### src/rtl/led7_scan_ctrl_if.sv
// led7_scan_ctrl_if: digit inputs and decoder/anode outputs of the 7-segment scan controller
interface led7_scan_ctrl_if #(
  parameter int N_DIGITS = 4
);
  logic [4*N_DIGITS-1:0] i_digits;
  logic [N_DIGITS-1:0]   i_digit_en;
  logic [N_DIGITS-1:0]   i_blink_mask;
  logic [3:0]            o_binary;
  logic                  o_en;
  logic [N_DIGITS-1:0]   o_anode;
  logic                  o_scan_done;
  modport master (
    output i_digits, i_digit_en, i_blink_mask,
    input  o_binary, o_en, o_anode, o_scan_done
  );
  modport slave (
    input  i_digits, i_digit_en, i_blink_mask,
    output o_binary, o_en, o_anode, o_scan_done
  );
endinterface

### src/rtl/led7_scan_ctrl.sv
// led7_scan_ctrl: time-multiplexed 7-segment digit scanner with blanking, blinking and dead time
module led7_scan_ctrl #(
  parameter int N_DIGITS    = 4,
  parameter int REFRESH_DIV = 50000,
  parameter int DEAD_CYCLES = 2,
  parameter int BLINK_SCANS = 64
) (
  input logic             i_clk,
  input logic             i_rst_n,
  led7_scan_ctrl_if.slave bus
);
  localparam int CW = $clog2(REFRESH_DIV);
  localparam int IW = $clog2(N_DIGITS);
  localparam int SW = BLINK_SCANS > 1 ? $clog2(BLINK_SCANS) : 1;
  localparam logic [CW-1:0] CNT_MAX  = CW'(REFRESH_DIV - 1);
  localparam logic [CW-1:0] DEAD_END = CW'(DEAD_CYCLES - 1);
  localparam logic [IW-1:0] IDX_MAX  = IW'(N_DIGITS - 1);
  localparam logic [SW-1:0] SCAN_MAX = SW'(BLINK_SCANS - 1);
  typedef enum logic {DEAD, DRIVE} state_t;
  state_t              state_q, state_d;
  logic [CW-1:0]       cnt_q, cnt_d;
  logic [IW-1:0]       idx_q, idx_d;
  logic [SW-1:0]       scan_q, scan_d;
  logic                blink_ph_q, blink_ph_d;
  logic                snap_en_q, snap_en_d;
  logic [3:0]          binary_q, binary_d;
  logic                en_q, en_d;
  logic [N_DIGITS-1:0] anode_q, anode_d;
  logic                scan_done_q, scan_done_d;
  logic                slot_end, scan_end;
  // outputs register a function of the current slot state, so they lag it by one edge
  always_comb begin
    slot_end    = cnt_q == CNT_MAX;
    scan_end    = slot_end && idx_q == IDX_MAX;
    cnt_d       = slot_end ? '0 : cnt_q + 1'b1;
    idx_d       = slot_end ? (idx_q == IDX_MAX ? '0 : idx_q + 1'b1) : idx_q;
    scan_d      = scan_end ? (scan_q == SCAN_MAX ? '0 : scan_q + 1'b1) : scan_q;
    blink_ph_d  = blink_ph_q ^ (scan_end && scan_q == SCAN_MAX);
    state_d     = slot_end ? DEAD : (cnt_q == DEAD_END ? DRIVE : state_q);
    binary_d    = cnt_q == '0 ? bus.i_digits[{idx_q, 2'b00} +: 4] : binary_q;
    snap_en_d   = cnt_q == '0 ? bus.i_digit_en[idx_q] : snap_en_q;
    anode_d     = state_q == DRIVE ? ~(N_DIGITS'(1) << idx_q) : '1;
    en_d        = state_q == DRIVE && snap_en_q && !(bus.i_blink_mask[idx_q] && blink_ph_q);
    scan_done_d = scan_end;
  end
  always_ff @(posedge i_clk or negedge i_rst_n) begin
    if (!i_rst_n) begin
      state_q     <= DEAD;
      cnt_q       <= '0;
      idx_q       <= '0;
      scan_q      <= '0;
      blink_ph_q  <= 1'b0;
      snap_en_q   <= 1'b0;
      binary_q    <= '0;
      en_q        <= 1'b0;
      anode_q     <= '1;
      scan_done_q <= 1'b0;
    end else begin
      state_q     <= state_d;
      cnt_q       <= cnt_d;
      idx_q       <= idx_d;
      scan_q      <= scan_d;
      blink_ph_q  <= blink_ph_d;
      snap_en_q   <= snap_en_d;
      binary_q    <= binary_d;
      en_q        <= en_d;
      anode_q     <= anode_d;
      scan_done_q <= scan_done_d;
    end
  end
  assign bus.o_binary    = binary_q;
  assign bus.o_en        = en_q;
  assign bus.o_anode     = anode_q;
  assign bus.o_scan_done = scan_done_q;
endmodule

### src/flat_wrapper.sv
// flat-port wrapper written by rule: the top's interface ports become plain ports
module led7_scan_ctrl_flat 
#(
  parameter int N_DIGITS    = 4,
  parameter int REFRESH_DIV = 50000,
  parameter int DEAD_CYCLES = 2,
  parameter int BLINK_SCANS = 64
)
  (i_clk, i_rst_n, bus_i_digits, bus_i_digit_en, bus_i_blink_mask, bus_o_binary, bus_o_en, bus_o_anode, bus_o_scan_done);
  led7_scan_ctrl_if #(.N_DIGITS(N_DIGITS)) bus_i ();
  input logic i_clk;
  input logic i_rst_n;
  input wire logic [$bits(bus_i.i_digits)-1:0] bus_i_digits;
  input wire logic [$bits(bus_i.i_digit_en)-1:0] bus_i_digit_en;
  input wire logic [$bits(bus_i.i_blink_mask)-1:0] bus_i_blink_mask;
  output wire logic [$bits(bus_i.o_binary)-1:0] bus_o_binary;
  output wire logic [$bits(bus_i.o_en)-1:0] bus_o_en;
  output wire logic [$bits(bus_i.o_anode)-1:0] bus_o_anode;
  output wire logic [$bits(bus_i.o_scan_done)-1:0] bus_o_scan_done;
  assign bus_i.i_digits = bus_i_digits;
  assign bus_i.i_digit_en = bus_i_digit_en;
  assign bus_i.i_blink_mask = bus_i_blink_mask;
  assign bus_o_binary = bus_i.o_binary;
  assign bus_o_en = bus_i.o_en;
  assign bus_o_anode = bus_i.o_anode;
  assign bus_o_scan_done = bus_i.o_scan_done;
  led7_scan_ctrl #(.N_DIGITS(N_DIGITS), .REFRESH_DIV(REFRESH_DIV), .DEAD_CYCLES(DEAD_CYCLES), .BLINK_SCANS(BLINK_SCANS)) u_core (.i_clk(i_clk), .i_rst_n(i_rst_n), .bus(bus_i));
endmodule
### config.mk
export PLATFORM = sky130hd
export DESIGN_NAME = led7_scan_ctrl_flat
export DESIGN_NICKNAME = d
export VERILOG_FILES = /design/src/rtl/led7_scan_ctrl_if.sv /design/src/rtl/led7_scan_ctrl.sv /design/src/flat_wrapper.sv
export SDC_FILE = /design/constraint.sdc
export NUM_CORES = 1
export LEC_CHECK = 0
export BUFFER_PORTS_ARGS = -buffer_cell sky130_fd_sc_hd__clkbuf_2
export CORE_MARGIN = 2
export CORE_UTILIZATION = 49
export DETAILED_ROUTE_END_ITERATION = 12
export GPL_TIMING_DRIVEN = 0
export PLACE_DENSITY = 0.87
export SETUP_SLACK_MARGIN = 0.3
export SLEW_MARGIN = 20
export SYNTH_ARGS = -nofsm -noshare
export SYNTH_HDL_FRONTEND = slang
export SYNTH_SLANG_ARGS = --single-unit
### constraint.sdc
create_clock -name i_clk -period 1.7 [get_ports i_clk]
set_input_delay 0.085 -clock i_clk [delete_from_list [all_inputs] [get_ports i_clk]]
set_output_delay 0.085 -clock i_clk [all_outputs]
set_load 0.005 [all_outputs]
# --- Word level (Yosys, flattened, before mapping) ---
# Index checks and enable logic that the tools add are counted.
word_totals:
  ff_bits: 37
  latchBits: 0
  mem_bits_rw: 0
  rom_bits: 0
  out_inout_bits: 10
  word_cells: 40
  n_memories: 0
classes:
  add_sub_neg: 3
  multipliers: 0
  n_div: 0
  order_cmp: 1
  n_eq_ne: 4
  n_shift: 2
  muxes: 10
  n_bitwise: 2
  reduce_logical: 8
ops:
  columns: ["op", "n"]
  rows:
  - ["16-bit by 1-bit adder with 16-bit output, second input constant", 1]
  - ["16-bit by 1-bit == test with 1-bit output, second input constant", 1]
  - ["16-bit == test, second input constant", 1]
  - ["16-bit logical NOT", 1]
  - ["16-bit two-way mux", 1]
  - ["16-bit by 5-bit variable part select with 4-bit output", 1]
  - ["6-bit by 1-bit adder with 6-bit output, second input constant", 1]
  - ["6-bit == test, second input constant", 1]
  - ["6-bit two-way mux", 1]
  - ["1-bit logical AND", 5]
  - ["1-bit binary-select mux with 2-bit select", 2]
  - ["1-bit two-way mux", 4]
  - ["4-bit two-way mux", 1]
  - ["4-bit NOT", 1]
  - ["1-bit by 2-bit left shift with 4-bit output, first input constant", 1]
  - ["2-bit by 3-bit < comparator with 1-bit output, second input constant", 1]
  - ["2-bit by 1-bit adder with 2-bit output, second input constant", 1]
  - ["2-bit == test, second input constant", 1]
  - ["2-bit two-way mux", 1]
  - ["2-bit nonzero test", 1]
  - ["1-bit logical NOT", 1]
  - ["1-bit XOR", 1]

# --- Longest topological paths before layout ---
depth:
  word_depth: 5
  depth_mapped: 6

# --- Worst setup path after synthesis ---
# OpenSTA, ideal clock, no wires.
synth_path:
  path_kind: "register to register"
  start: "reg u_core.cnt_q[4]"
  end: "reg u_core.scan_q[5]"
  setup_ns: 0.126
  arrival_ns: 1.717
  slack_ns: -0.143
  stages_incl_launch_ff: 5
  path_buffers: 0
  period_less_slack_ns: 1.843
  path_cell_list: "dfrtp_1 -> or4_4 -> or4_4 -> o21ai_1 -> o31ai_1"
synth_via:
  elab_chain_cells: 2
synth_rtl:
  columns: ["item", "line", "text"]
  rows:
  - ["from (decl)", "led7_scan_ctrl.sv:21", "logic [CW-1:0] cnt_q, cnt_d;"]
  - ["from (signal assigned)", "led7_scan_ctrl.sv:60", "cnt_q <= cnt_d;"]
  - ["16-bit == test", "led7_scan_ctrl.sv:33", "slot_end = cnt_q == CNT_MAX;"]
  - ["1-bit logical AND", "led7_scan_ctrl.sv:34", "scan_end = slot_end && idx_q == IDX_MAX;"]
  - ["to (signal assigned)", "led7_scan_ctrl.sv:62", "scan_q <= scan_d;"]
  - ["to (decl)", "led7_scan_ctrl.sv:23", "logic [SW-1:0] scan_q, scan_d;"]
# No other way between the ends.
# A chain may end at the register's enable or synchronous reset.

# --- Final worst setup path ---
layout_path:
  start: "reg u_core.cnt_q[7]"
  end: "reg u_core.scan_q[5]"
# The elaborated chain is that of the path after synthesis.

==> results.toml <==
[run_status]
run_status = "finished, violations left"
violations = "negative setup slack"

[routing]
vias = 1611
drt-total-wl_um = 5120
firstDrtPassIters = 4
final_antenna_net_count = 0
via_per_inst = 5.82
wire_per_inst_um = 18.5
drcViolationCount = 0
drtIter0Drc = 113

[critical_path]
crit_type = "reg2reg"
crit_required_ps = 1880
crit_fanout = 4
end_kind = "flop"
r2r_slack_ps = -160
critPathLaunchType = "flop"
reg2regPathDepth = 4
r2r-start = "u_core.cnt_q[7]$_DFF_PN0_"
rr_endpoint = "u_core.scan_q[5]$_DFFE_PN0P_"
worst_ep_arrival_time_ps = 2040

[place]
dp_worst_setup_slack_ps = -171
post_dp_cell_area_um2 = 2170
gp_congestion = 0.854
dp_hpwl_um = 2840
port_buffers = 35

[timing]
slew_violations = 0
fin_setup_tns_ps = -780
setup_ws_ps = -161
final-setup-viol-count = 9
rsz0062_at_grt = "yes"
tightest_slew_ps = 895
period_share = 1.09
hold_viol = 0
post-route-min-period_ps = 1860
slew_headroom = 0.403
fmax_ghz = 0.537
fin_skew_ps = 6.10

[finish]
fin_area_um2 = 2640
area_delta_synth_final_pct = 39.2
drive_gt1_frac = 0.533
final_nets = 262
antennaDiodeCount = 0

[die]
die_x_um = 66.2
initial_core_util = 0.514
die-area_um2 = 4380
die_height_um = 66.2
rows = 22
fp.coreArea_um2 = 3690
io_pins = 36

[global_routing]
met1_usage = 0.274
grt_remaining_overflow = 0
grtUsageMet2 = 0.420
grt_pass1_wl_um = 7560
grt_pass1_vias = 1596
grt-busiest-layer = "met2"
grt_usage = 0.240
antenna_found_initial = 0
met3_usage = 0.0545
grt_max_degree = 38

[logic_synthesis]
ys_ff_latch = 37
ys_warn_count = 0
synth_area_leaders = "dfrtp_1, mux4_2, dfstp_2"
synth_ff_type = "dfrtp_1"
synth_top_cell_area_share = 0.436
netlist.top_cell.by_area = "dfrtp_1"
synth_common_cells = "dfrtp_1, nand2_1, nor2_1"
synth_fp_nets = 201
syn_area_per_cell_um2 = 11.3
syn_area_um2 = 1890
async_flop_share = 1.00
yosysMostFrequentCell = "dfrtp_1"
syn_inst = 167
synth_cell_types = 37
synth_seq_area_share = 0.491
synth_edf_count = 0

[pwr]
switching_share = 0.214
ir_drop_uv = 358
p_leak_nw = 1.25
power_frac_clock = 0.397
power_mw = 1.60
power.switching_uw = 343
p_per_area_nw_per_um2 = 607
p_comb_frac = 0.046
p_seq_frac = 0.557
p_int_mw = 1.26

[min_path]
min_from = "bus_i_blink_mask[2]"
hold_path_class = "in2reg"
hold_end = "u_core.bus.o_en$_DFF_PN0_"
holdPathStages = 3

[clock_tree]
cts_tree = "done"
cts_root_buffer = "clkbuf_8"
clock_latency_ps = 290
cts.sinks = 37
numCtsBuffers = 5
cts_buffer_depth = 2
htreeDepth = 2
clk_pin_slew_ps = 70

[run]
max_cap_viol_count = 0
-- stage by stage --
step	utilization	cells	hold slack, ps
floorplan	-	167	-211
global placement	0.589	250	239
detailed placement	0.589	250	240
CTS	0.687	276	182
global route	0.715	277	193
finish	0.715	277	191
-- cell usage in the layout, fill, tap and decap left out, types with 4 or more instances in the layout --
| cell type | count |
|---|---|
| nor2_1 | 4 |
| nand3_1 | 5 |
| nor2_4 | 6 |
| clkbuf_8 | 6 |
| nand2_1 | 11 |
| xnor2_1 | 10 |
| mux4_2 | 6 |
| ha_1 | 6 |
| dfrtp_1 | 30 |
| buf_4 | 10 |
| xor2_1 | 5 |
| dfstp_2 | 4 |
| nand4_1 | 8 |
| mux2_2 | 7 |
| clkbuf_2 | 39 |
| buf_6 | 7 |
| inv_1 | 7 |
-- per-layer routing --
| layer | share of wire | vias to the layer above | wire length, µm |
|---|---|---|---|
| li1 | - | 718 | - |
| met1 | 0.37 | 808 | 1880 |
| met2 | 0.55 | 66 | 2800 |
| met3 | 0.047 | 19 | 238 |
| met4 | 0.039 | 0 | 199 |
| met5 | 0 | - | 0 |
-- layout make-up --
class                   instances  area, µm²
well taps                      48       60.1
plain buffers                   8       62.6
repair buffers                 54        354
inverters                       8       30.0
clock buffers                   8       90.1
multi-input cells             114       1110
flip-flops and latches         37        935
fillers                       235       1050
-- sequential cells by signal, indices dropped and copies added (netlist names) --
signal / flops
u_core.cnt_q: 16
u_core.snap_en_q: 1
u_core.bus.o_en: 1
u_core.idx_q: 2
u_core.bus.o_scan_done: 1
u_core.blink_ph_q: 1
u_core.state_q: 1
u_core.bus.o_anode: 4
u_core.scan_q: 6
u_core.bus.o_binary: 4
-- repair_timing --
action,4_1_cts,5_1_grt
pin swaps,10,14
resized for setup,36,26
endpoints found under the setup margin,30,30
hold buffers,1,0
hold endpoints to repair,33,0
setup buffers,16,1
gates cloned,1,0
-- critical path, cell delays in order (launching register included) --
cell     delay (ps)
dfrtp_1         420
or4_4           560
or4_4           570
o21ai_2         130
o31ai_1          70
-- cells by family (layout without fill, tap and decap cells) --
logic type / after synthesis / in the layout / share of synthesized area
xor gates and xnor gates: 16 / 16 / 0.0740
buffers and inverters: 16 / 78 / 0.0324
muxes: 13 / 13 / 0.113
and+or+nand+nor: 65 / 65 / 0.196
DFF: 37 / 37 / 0.491
adders and majority gates: 8 / 8 / 0.0528
AOI/OAI and AO/OA: 12 / 12 / 0.0403
-- worst max path at each step --
stage | from | to
CTS | u_core.cnt_q[7]$_DFF_PN0_ | u_core.scan_q[5]$_DFFE_PN0P_
global route | u_core.cnt_q[7]$_DFF_PN0_ | u_core.scan_q[5]$_DFFE_PN0P_
finish | u_core.cnt_q[7]$_DFF_PN0_ | u_core.scan_q[5]$_DFFE_PN0P_
floorplan | u_core.cnt_q[5]$_DFF_PN0_ | u_core.scan_q[5]$_DFFE_PN0P_
detailed placement | u_core.cnt_q[5]$_DFF_PN0_ | u_core.scan_q[5]$_DFFE_PN0P_
global placement | u_core.cnt_q[5]$_DFF_PN0_ | u_core.scan_q[5]$_DFFE_PN0P_
-- power groups by stage --
stage | Sequential, mW | Combinational (mW) | Clock [mW]
final | 0.891 | 0.0737 | 0.636
after global routing | 0.891 | 0.0812 | 0.684
after CTS | 0.891 | 0.0724 | 0.629
after detailed placement | 0.908 | 0.0705 | 0
after global placement | 0.907 | 0.0665 | 0
after floorplan | 0.908 | 0.0167 | 0
Power figures use the tool's default switching activity.
